[src/rtl/ram_arb_pkg.sv]
// Shared types and width helpers for the RAM port arbiter and its picker.
package ram_arb_pkg;

    typedef enum logic [1:0] {
        ARB_IDLE  = 2'd0,
        ARB_ISSUE = 2'd1,
        ARB_RDATA = 2'd2
    } arb_state_e;

    function automatic int unsigned addr_width(input int unsigned length);
        return (length > 1) ? $clog2(length) : 1;
    endfunction

    function automatic int unsigned byte_enables(input int unsigned width, input int unsigned lane);
        return width / lane;
    endfunction

    function automatic int unsigned index_width(input int unsigned n);
        return (n > 1) ? $clog2(n) : 1;
    endfunction

endpackage

[src/rtl/rr_priority_picker.sv]
// Combinational round-robin / fixed-priority picker: first asserted req after ptr wins,
// or the lowest asserted index when fixed_prio is set.
module rr_priority_picker
    import ram_arb_pkg::*;
#(
    parameter  int unsigned N_REQ = 4,
    localparam int unsigned IDX_W = index_width(N_REQ)
) (
    input  logic [N_REQ-1:0] req,
    input  logic [IDX_W-1:0] ptr,
    input  logic             fixed_prio,
    output logic [N_REQ-1:0] win_onehot_c,
    output logic [IDX_W-1:0] win_idx_c,
    output logic             win_valid_c
);

    logic [IDX_W-1:0] cand;

    always_comb begin
        win_onehot_c = '0;
        win_idx_c    = '0;
        win_valid_c  = 1'b0;
        cand         = '0;
        for (int unsigned k = 0; k < N_REQ; k++) begin
            cand = fixed_prio ? IDX_W'(k) : IDX_W'((32'(ptr) + 32'd1 + k) % N_REQ);
            if (!win_valid_c && req[cand]) begin
                win_valid_c        = 1'b1;
                win_idx_c          = cand;
                win_onehot_c[cand] = 1'b1;
            end
        end
    end

endmodule

[src/rtl/ram_port_arbiter.sv]
// Shares one single-port byte-enabled synchronous RAM among N_REQ requesters.
// Define RAM_ARB_FIXED_PRIORITY_EN for lowest-index-wins arbitration instead of round robin.
module ram_port_arbiter
    import ram_arb_pkg::*;
#(
    parameter  int unsigned N_REQ                   = 4,
    parameter  int unsigned LENGTH                  = 32'h1000,
    parameter  int unsigned WIDTH                   = 32,
    parameter  int unsigned MINIMUM_SECTIONAL_WIDTH = 8,
    localparam int unsigned ADDRESS_WIDTH           = addr_width(LENGTH),
    localparam int unsigned BYTE_ENABLES            = byte_enables(WIDTH, MINIMUM_SECTIONAL_WIDTH),
    localparam int unsigned IDX_W                   = index_width(N_REQ)
) (
    input  logic                            clk,
    input  logic                            rst_n,
    input  logic [N_REQ-1:0]                req,
    input  logic [N_REQ*BYTE_ENABLES-1:0]   req_we,
    input  logic [N_REQ*ADDRESS_WIDTH-1:0]  req_addr,
    input  logic [N_REQ*WIDTH-1:0]          req_wdata,
    output logic [N_REQ-1:0]                gnt,
    output logic [N_REQ-1:0]                rvalid,
    output logic [WIDTH-1:0]                rdata,
    output logic                            busy,
    output logic                            mem_cs,
    output logic                            mem_oe,
    output logic [BYTE_ENABLES-1:0]         mem_we,
    output logic [ADDRESS_WIDTH-1:0]        mem_addr,
    output logic [WIDTH-1:0]                mem_wdata,
    input  logic [WIDTH-1:0]                mem_rdata
);

`ifdef RAM_ARB_FIXED_PRIORITY_EN
    localparam logic FIXED_PRIO = 1'b1;
`else
    localparam logic FIXED_PRIO = 1'b0;
`endif

    arb_state_e state_q, state_d;
    logic [IDX_W-1:0] ptr_q, ptr_d;
    logic [IDX_W-1:0] owner_q, owner_d;

    logic [N_REQ-1:0]         gnt_d, rvalid_d;
    logic [WIDTH-1:0]         rdata_d, mem_wdata_d;
    logic                     busy_d, mem_cs_d, mem_oe_d;
    logic [BYTE_ENABLES-1:0]  mem_we_d;
    logic [ADDRESS_WIDTH-1:0] mem_addr_d;

    logic [N_REQ-1:0] win_onehot_c;
    logic [IDX_W-1:0] win_idx_c;
    logic             win_valid_c;

    logic [BYTE_ENABLES-1:0]  we_arr    [N_REQ];
    logic [ADDRESS_WIDTH-1:0] addr_arr  [N_REQ];
    logic [WIDTH-1:0]         wdata_arr [N_REQ];

    // Split the flat per-requester command buses into indexable slices
    for (genvar g = 0; g < N_REQ; g++) begin : g_unpack
        assign we_arr[g]    = req_we[g*BYTE_ENABLES +: BYTE_ENABLES];
        assign addr_arr[g]  = req_addr[g*ADDRESS_WIDTH +: ADDRESS_WIDTH];
        assign wdata_arr[g] = req_wdata[g*WIDTH +: WIDTH];
    end

    rr_priority_picker #(
        .N_REQ(N_REQ)
    ) u_picker (
        .req          (req),
        .ptr          (ptr_q),
        .fixed_prio   (FIXED_PRIO),
        .win_onehot_c (win_onehot_c),
        .win_idx_c    (win_idx_c),
        .win_valid_c  (win_valid_c)
    );

    // Next-state and next-output logic; every output is the registered copy of its _d
    always_comb begin
        state_d     = state_q;
        ptr_d       = ptr_q;
        owner_d     = owner_q;
        gnt_d       = '0;
        rvalid_d    = '0;
        rdata_d     = rdata;
        mem_cs_d    = 1'b0;
        mem_oe_d    = 1'b0;
        mem_we_d    = '0;
        mem_addr_d  = mem_addr;
        mem_wdata_d = mem_wdata;

        case (state_q)
            ARB_IDLE: begin
                if (win_valid_c) begin
                    state_d     = ARB_ISSUE;
                    gnt_d       = win_onehot_c;
                    ptr_d       = win_idx_c;
                    owner_d     = win_idx_c;
                    mem_cs_d    = 1'b1;
                    mem_oe_d    = (we_arr[win_idx_c] == '0);
                    mem_we_d    = we_arr[win_idx_c];
                    mem_addr_d  = addr_arr[win_idx_c];
                    mem_wdata_d = wdata_arr[win_idx_c];
                end
            end
            ARB_ISSUE: begin
                // RAM acts on the edge closing this cycle; reads need one more cycle for data
                state_d = mem_oe ? ARB_RDATA : ARB_IDLE;
            end
            ARB_RDATA: begin
                rdata_d  = mem_rdata;
                rvalid_d = N_REQ'(1) << owner_q;
                state_d  = ARB_IDLE;
            end
            default: begin
                state_d = ARB_IDLE;
            end
        endcase

        busy_d = (state_d != ARB_IDLE);
    end

    // State, pointer and output registers
    always_ff @(posedge clk or negedge rst_n) begin
        if (!rst_n) begin
            state_q   <= ARB_IDLE;
            ptr_q     <= IDX_W'(N_REQ - 1);
            owner_q   <= '0;
            gnt       <= '0;
            rvalid    <= '0;
            rdata     <= '0;
            busy      <= 1'b0;
            mem_cs    <= 1'b0;
            mem_oe    <= 1'b0;
            mem_we    <= '0;
            mem_addr  <= '0;
            mem_wdata <= '0;
        end else begin
            state_q   <= state_d;
            ptr_q     <= ptr_d;
            owner_q   <= owner_d;
            gnt       <= gnt_d;
            rvalid    <= rvalid_d;
            rdata     <= rdata_d;
            busy      <= busy_d;
            mem_cs    <= mem_cs_d;
            mem_oe    <= mem_oe_d;
            mem_we    <= mem_we_d;
            mem_addr  <= mem_addr_d;
            mem_wdata <= mem_wdata_d;
        end
    end

endmodule
[config.mk]
export PLATFORM = sky130hd
export DESIGN_NAME = ram_port_arbiter
export DESIGN_NICKNAME = d
export VERILOG_FILES = /design/src/rtl/ram_arb_pkg.sv /design/src/rtl/rr_priority_picker.sv /design/src/rtl/ram_port_arbiter.sv
export SDC_FILE = /design/constraint.sdc
export NUM_CORES = 1
export LEC_CHECK = 0
export CAP_MARGIN = 5
export CORE_MARGIN = 2
export CORE_UTILIZATION = 35
export DETAILED_ROUTE_END_ITERATION = 12
export PLACE_DENSITY = 0.78
export SLEW_MARGIN = 15
export SYNTH_ARGS = -nofsm -noshare
export SYNTH_HDL_FRONTEND = slang
export SYNTH_SLANG_ARGS = --single-unit
[constraint.sdc]
create_clock -name clk -period 3.3 [get_ports clk]
set_input_delay 0.495 -clock clk [delete_from_list [all_inputs] [get_ports clk]]
set_output_delay 0.495 -clock clk [all_outputs]
set_load 0.01 [all_outputs]
==> results.tsv <==
stage	metric	value	unit
sta	finalMaxSlewViolations	0	
logic_synthesis	synth_most_common_cell	a211oi_1	
drt	wl	19.6	mm
floorplanning	rows	46	
place	pre_cts_slack	-0.00301	ns
logic_synthesis	yosysTopAreaCellShare	42.4	%
global_route	grt_pass1_vias	5420	
place	io_buffers	320	
logic_synthesis	synth-edff-count	0	
cts	cts_buffer_depth	2	
logic_synthesis	yosysWarnings	0	
power_and_ir_drop	power_density	953	nW/um^2
global_route	grt_usage	22.1	%
cts	cts_htree_levels	3	
cts	cts.clk_slew.worst_paths	0.08	ns
drt	wl_per_cell	18.3	um
cts	cts_tree	yes	
critical_path	critPathKind	flip-flop to flip-flop	
critical_path	crit_chain	inv_1 > ha_1 > mux4_2 > nor2_4 > o21ai_4 > a21oi_4 > mux4_2 > a2111oi_2	
power_and_ir_drop	vdd_drop_max	0.000828	V
drt	vias	5530	
sta	setup_viol	0	
floorplanning	fp.dieW	131	um
sta	report.final.hold_viol_count	0	
cells_and_area	drive_gt1_share	11.3	%
drt	dr.pass1.iters	5	
sta	setup_slack	0.188	ns
critical_path	cp_data_arrival_time	3.34	ns
floorplanning	core	15800	um^2
sta	rsz0062_at_grt	no	
cts	clkLatencyLatePin	0.35	ns
critical_path	ff2ff_setup_slack	0.19	ns
logic_synthesis	ys.flop_type	dfrtp_1	
sta	period_minus_slack	3.11	ns
place	post-dp-hpwl	14.9	mm
cells_and_area	fin_nets	1085	
cells_and_area	fin_cells	1069	
critical_path	slowest_delay	0.57	ns
global_route	grt_first_pass_wirelength	28.9	mm
sta	fin_tns_setup	0	ns
critical_path	worst_r2r_path_depth	8	
cts	cts_sinks	97	
sta	finClkSkew	0.00904	ns
place	place_congestion	0.870	
logic_synthesis	seq_area_frac_synth	43.4	%
drt	drt-initial-drc-count	222	
cts	cts_buffers	9	
hold_path	hp-class	flip-flop to flip-flop	
logic_synthesis	syn_inst	542	
hold_path	min_delay_path_depth	1	
critical_path	worstReg2RegEnd	mem_oe	
critical_path	cpMostUsedCell	mux4_2	
hold_path	hp-start	state_q[1]	
drt	final_antenna_net_count	0	
sta	worstMarginPinSlew	0.606	ns
power_and_ir_drop	p_leak	3.88	nW
global_route	grt_max_degree	94	
sta	fin_hold_ws	0.466	ns
cells_and_area	area_growth	67.9	%
sta	fin_crit_sh	94.3	%
floorplanning	dieArea	17000	um^2
critical_path	endpoint_kind	flip-flop	
sta	fmax	321	MHz
cells_and_area	antenna_cells	0	
critical_path	r2r-start	ptr_q[1]	
logic_synthesis	async_reset_ff_share	100	%
floorplanning	pin_count	321	
drt	drc	0	
global_route	grt_overflow_total	0	
logic_synthesis	post_synth.cell_area_avg	10.3	um^2
logic_synthesis	synth_nets	779	
logic_synthesis	yosysUniqueCellTypes	46	
logic_synthesis	yosys-top-cells-count	132 x a211oi_1, 95 x dfrtp_1, 55 x nor2_1, 48 x inv_1, 46 x mux2i_1	
floorplanning	start_util	35.5	%
outcome	outcome	finished clean	
drt	via_per_inst	5.17	
place	dp.cells	1051	
critical_path	cp-start-kind	flip-flop	
critical_path	slowest_stage	mux4_2	
cts	root_buffer	clkbuf_16	
logic_synthesis	yosysTopAreaCell	dfrtp_1	
logic_synthesis	synthTopCellsByArea	dfrtp_1 42%, a211oi_1 18%, mux2i_1 8.2%	
floorplanning	die_h	131	um
logic_synthesis	synth_area	5600	um^2
flow_run	drv_cap	0	
logic_synthesis	ys_seq_elements	97	
critical_path	required	3.52	ns
sta	slew_headroom	59.6	%
global_route	antenna_found_initial	0	
critical_path	crit_fanout	11	
hold_path	min_delay_worst_endpoint	state_q[1]	
==> area by class of cell <==
type	count	area [um^2]
Fill cell	1370	6360
Timing Repair Buffer	341	3410
Multi-Input combinational cell	350	2800
Sequential cell	97	2430
Tap cell	216	270
Clock buffer	9	225
Inverter	49	184
Clock inverter	7	87.6
==> metrics by stage <==
stage / utilization [%] / area, um^2 / total power [mW]
floorplan: - / 5610 / 5.64
global placement: 57.5 / 9070 / 7.76
detailed placement: 57.5 / 9070 / 7.86
CTS: 59.6 / 9390 / 9.00
global route: 59.7 / 9410 / 9.56
finish: 59.7 / 9410 / 8.96
==> state kept, by name, indices dropped and copies added (netlist names) <==
| register | flops |
|---|---|
| busy | 1 |
| gnt | 4 |
| mem_addr | 12 |
| mem_cs | 1 |
| mem_oe | 1 |
| mem_wdata | 32 |
| mem_we | 4 |
| owner_q | 2 |
| ptr_q | 2 |
| rdata | 32 |
| rvalid | 4 |
| state_q | 2 |
==> critical path, delay by kind of cell (launching register included) <==
family                     cells  cell delay (ns)
AOI/OAI and AO/OA              3             0.69
adders and majority gates      1             0.33
buffers and inverters          1             0.10
DFF                            1             0.56
muxes                          2             1.12
and+or+nand+nor                1             0.19
==> placed cells by master, fill, tap and decap left out, types with 2 or more instances in the layout <==
cell             count
a311o_1              2
clkinv_4             4
mux4_2               6
a22oi_1              3
a211oi_1           132
mux2i_1             46
ha_1                 7
clkbuf_16            9
inv_1               48
a31oi_1              3
buf_4               16
a21oi_1              5
inv_8                2
clkdlybuf4s50_1    319
dfstp_2              2
dfrtp_1             95
or2_2                3
a21o_1               3
nand2_1             13
and2_1               7
nor2_1              54
buf_12               4
nand4_1              2
o21ai_0              5
mux2_2              34
==> where the power goes <==
| group | total [mW] | internal [mW] | switching, mW |
|---|---|---|---|
| logic | 5.89 | 2.77 | 3.12 |
| registers | 1.97 | 1.71 | 0.259 |
| clock network | 1.10 | 0.605 | 0.499 |
==> how the worst max path moves through the flow <==
stage	from	endpoint	cells past startpoint
after global routing	ptr_q[1]	mem_oe	8
final	ptr_q[1]	mem_oe	8
after floorplan	ptr_q[0]	mem_oe	9
after detailed placement	req[2]	mem_oe	7
after CTS	ptr_q[1]	mem_oe	8
after global placement	req[2]	mem_oe	7
==> repair_timing <==
action                                 CTS  global route
gates resized for setup                  2             2
buffers inserted                         0             1
pin swaps                                0             1
setup endpoints to repair                1             2
hold buffers                             1             0
endpoints found under the hold margin    4             0
==> metal layers <==
metal / global-route usage [%] / routed length [um] / up-vias
met5: 0 / 0 / -
met4: 8.57 / 558 / 0
met3: 5.58 / 1690 / 34
met2: 37.5 / 9650 / 274
met1: 27.1 / 7680 / 2615
li1: - / - / 2607
==> cell families (layout without fill, tap and decap cells) <==
logic type | count (synthesis) | after routing | synth area share (%)
AO/OA/AOI/OAI | 163 | 163 | 22.0
flip-flops | 97 | 97 | 43.4
buffers and inverters | 95 | 406 | 7.41
AND/OR/NAND/NOR | 91 | 91 | 7.48
multiplexers | 88 | 88 | 18.0
adder cells (fa/ha/maj) | 7 | 7 | 1.56
XOR/XNOR | 1 | 1 | 0.156
Power figures use the tool's default switching activity.
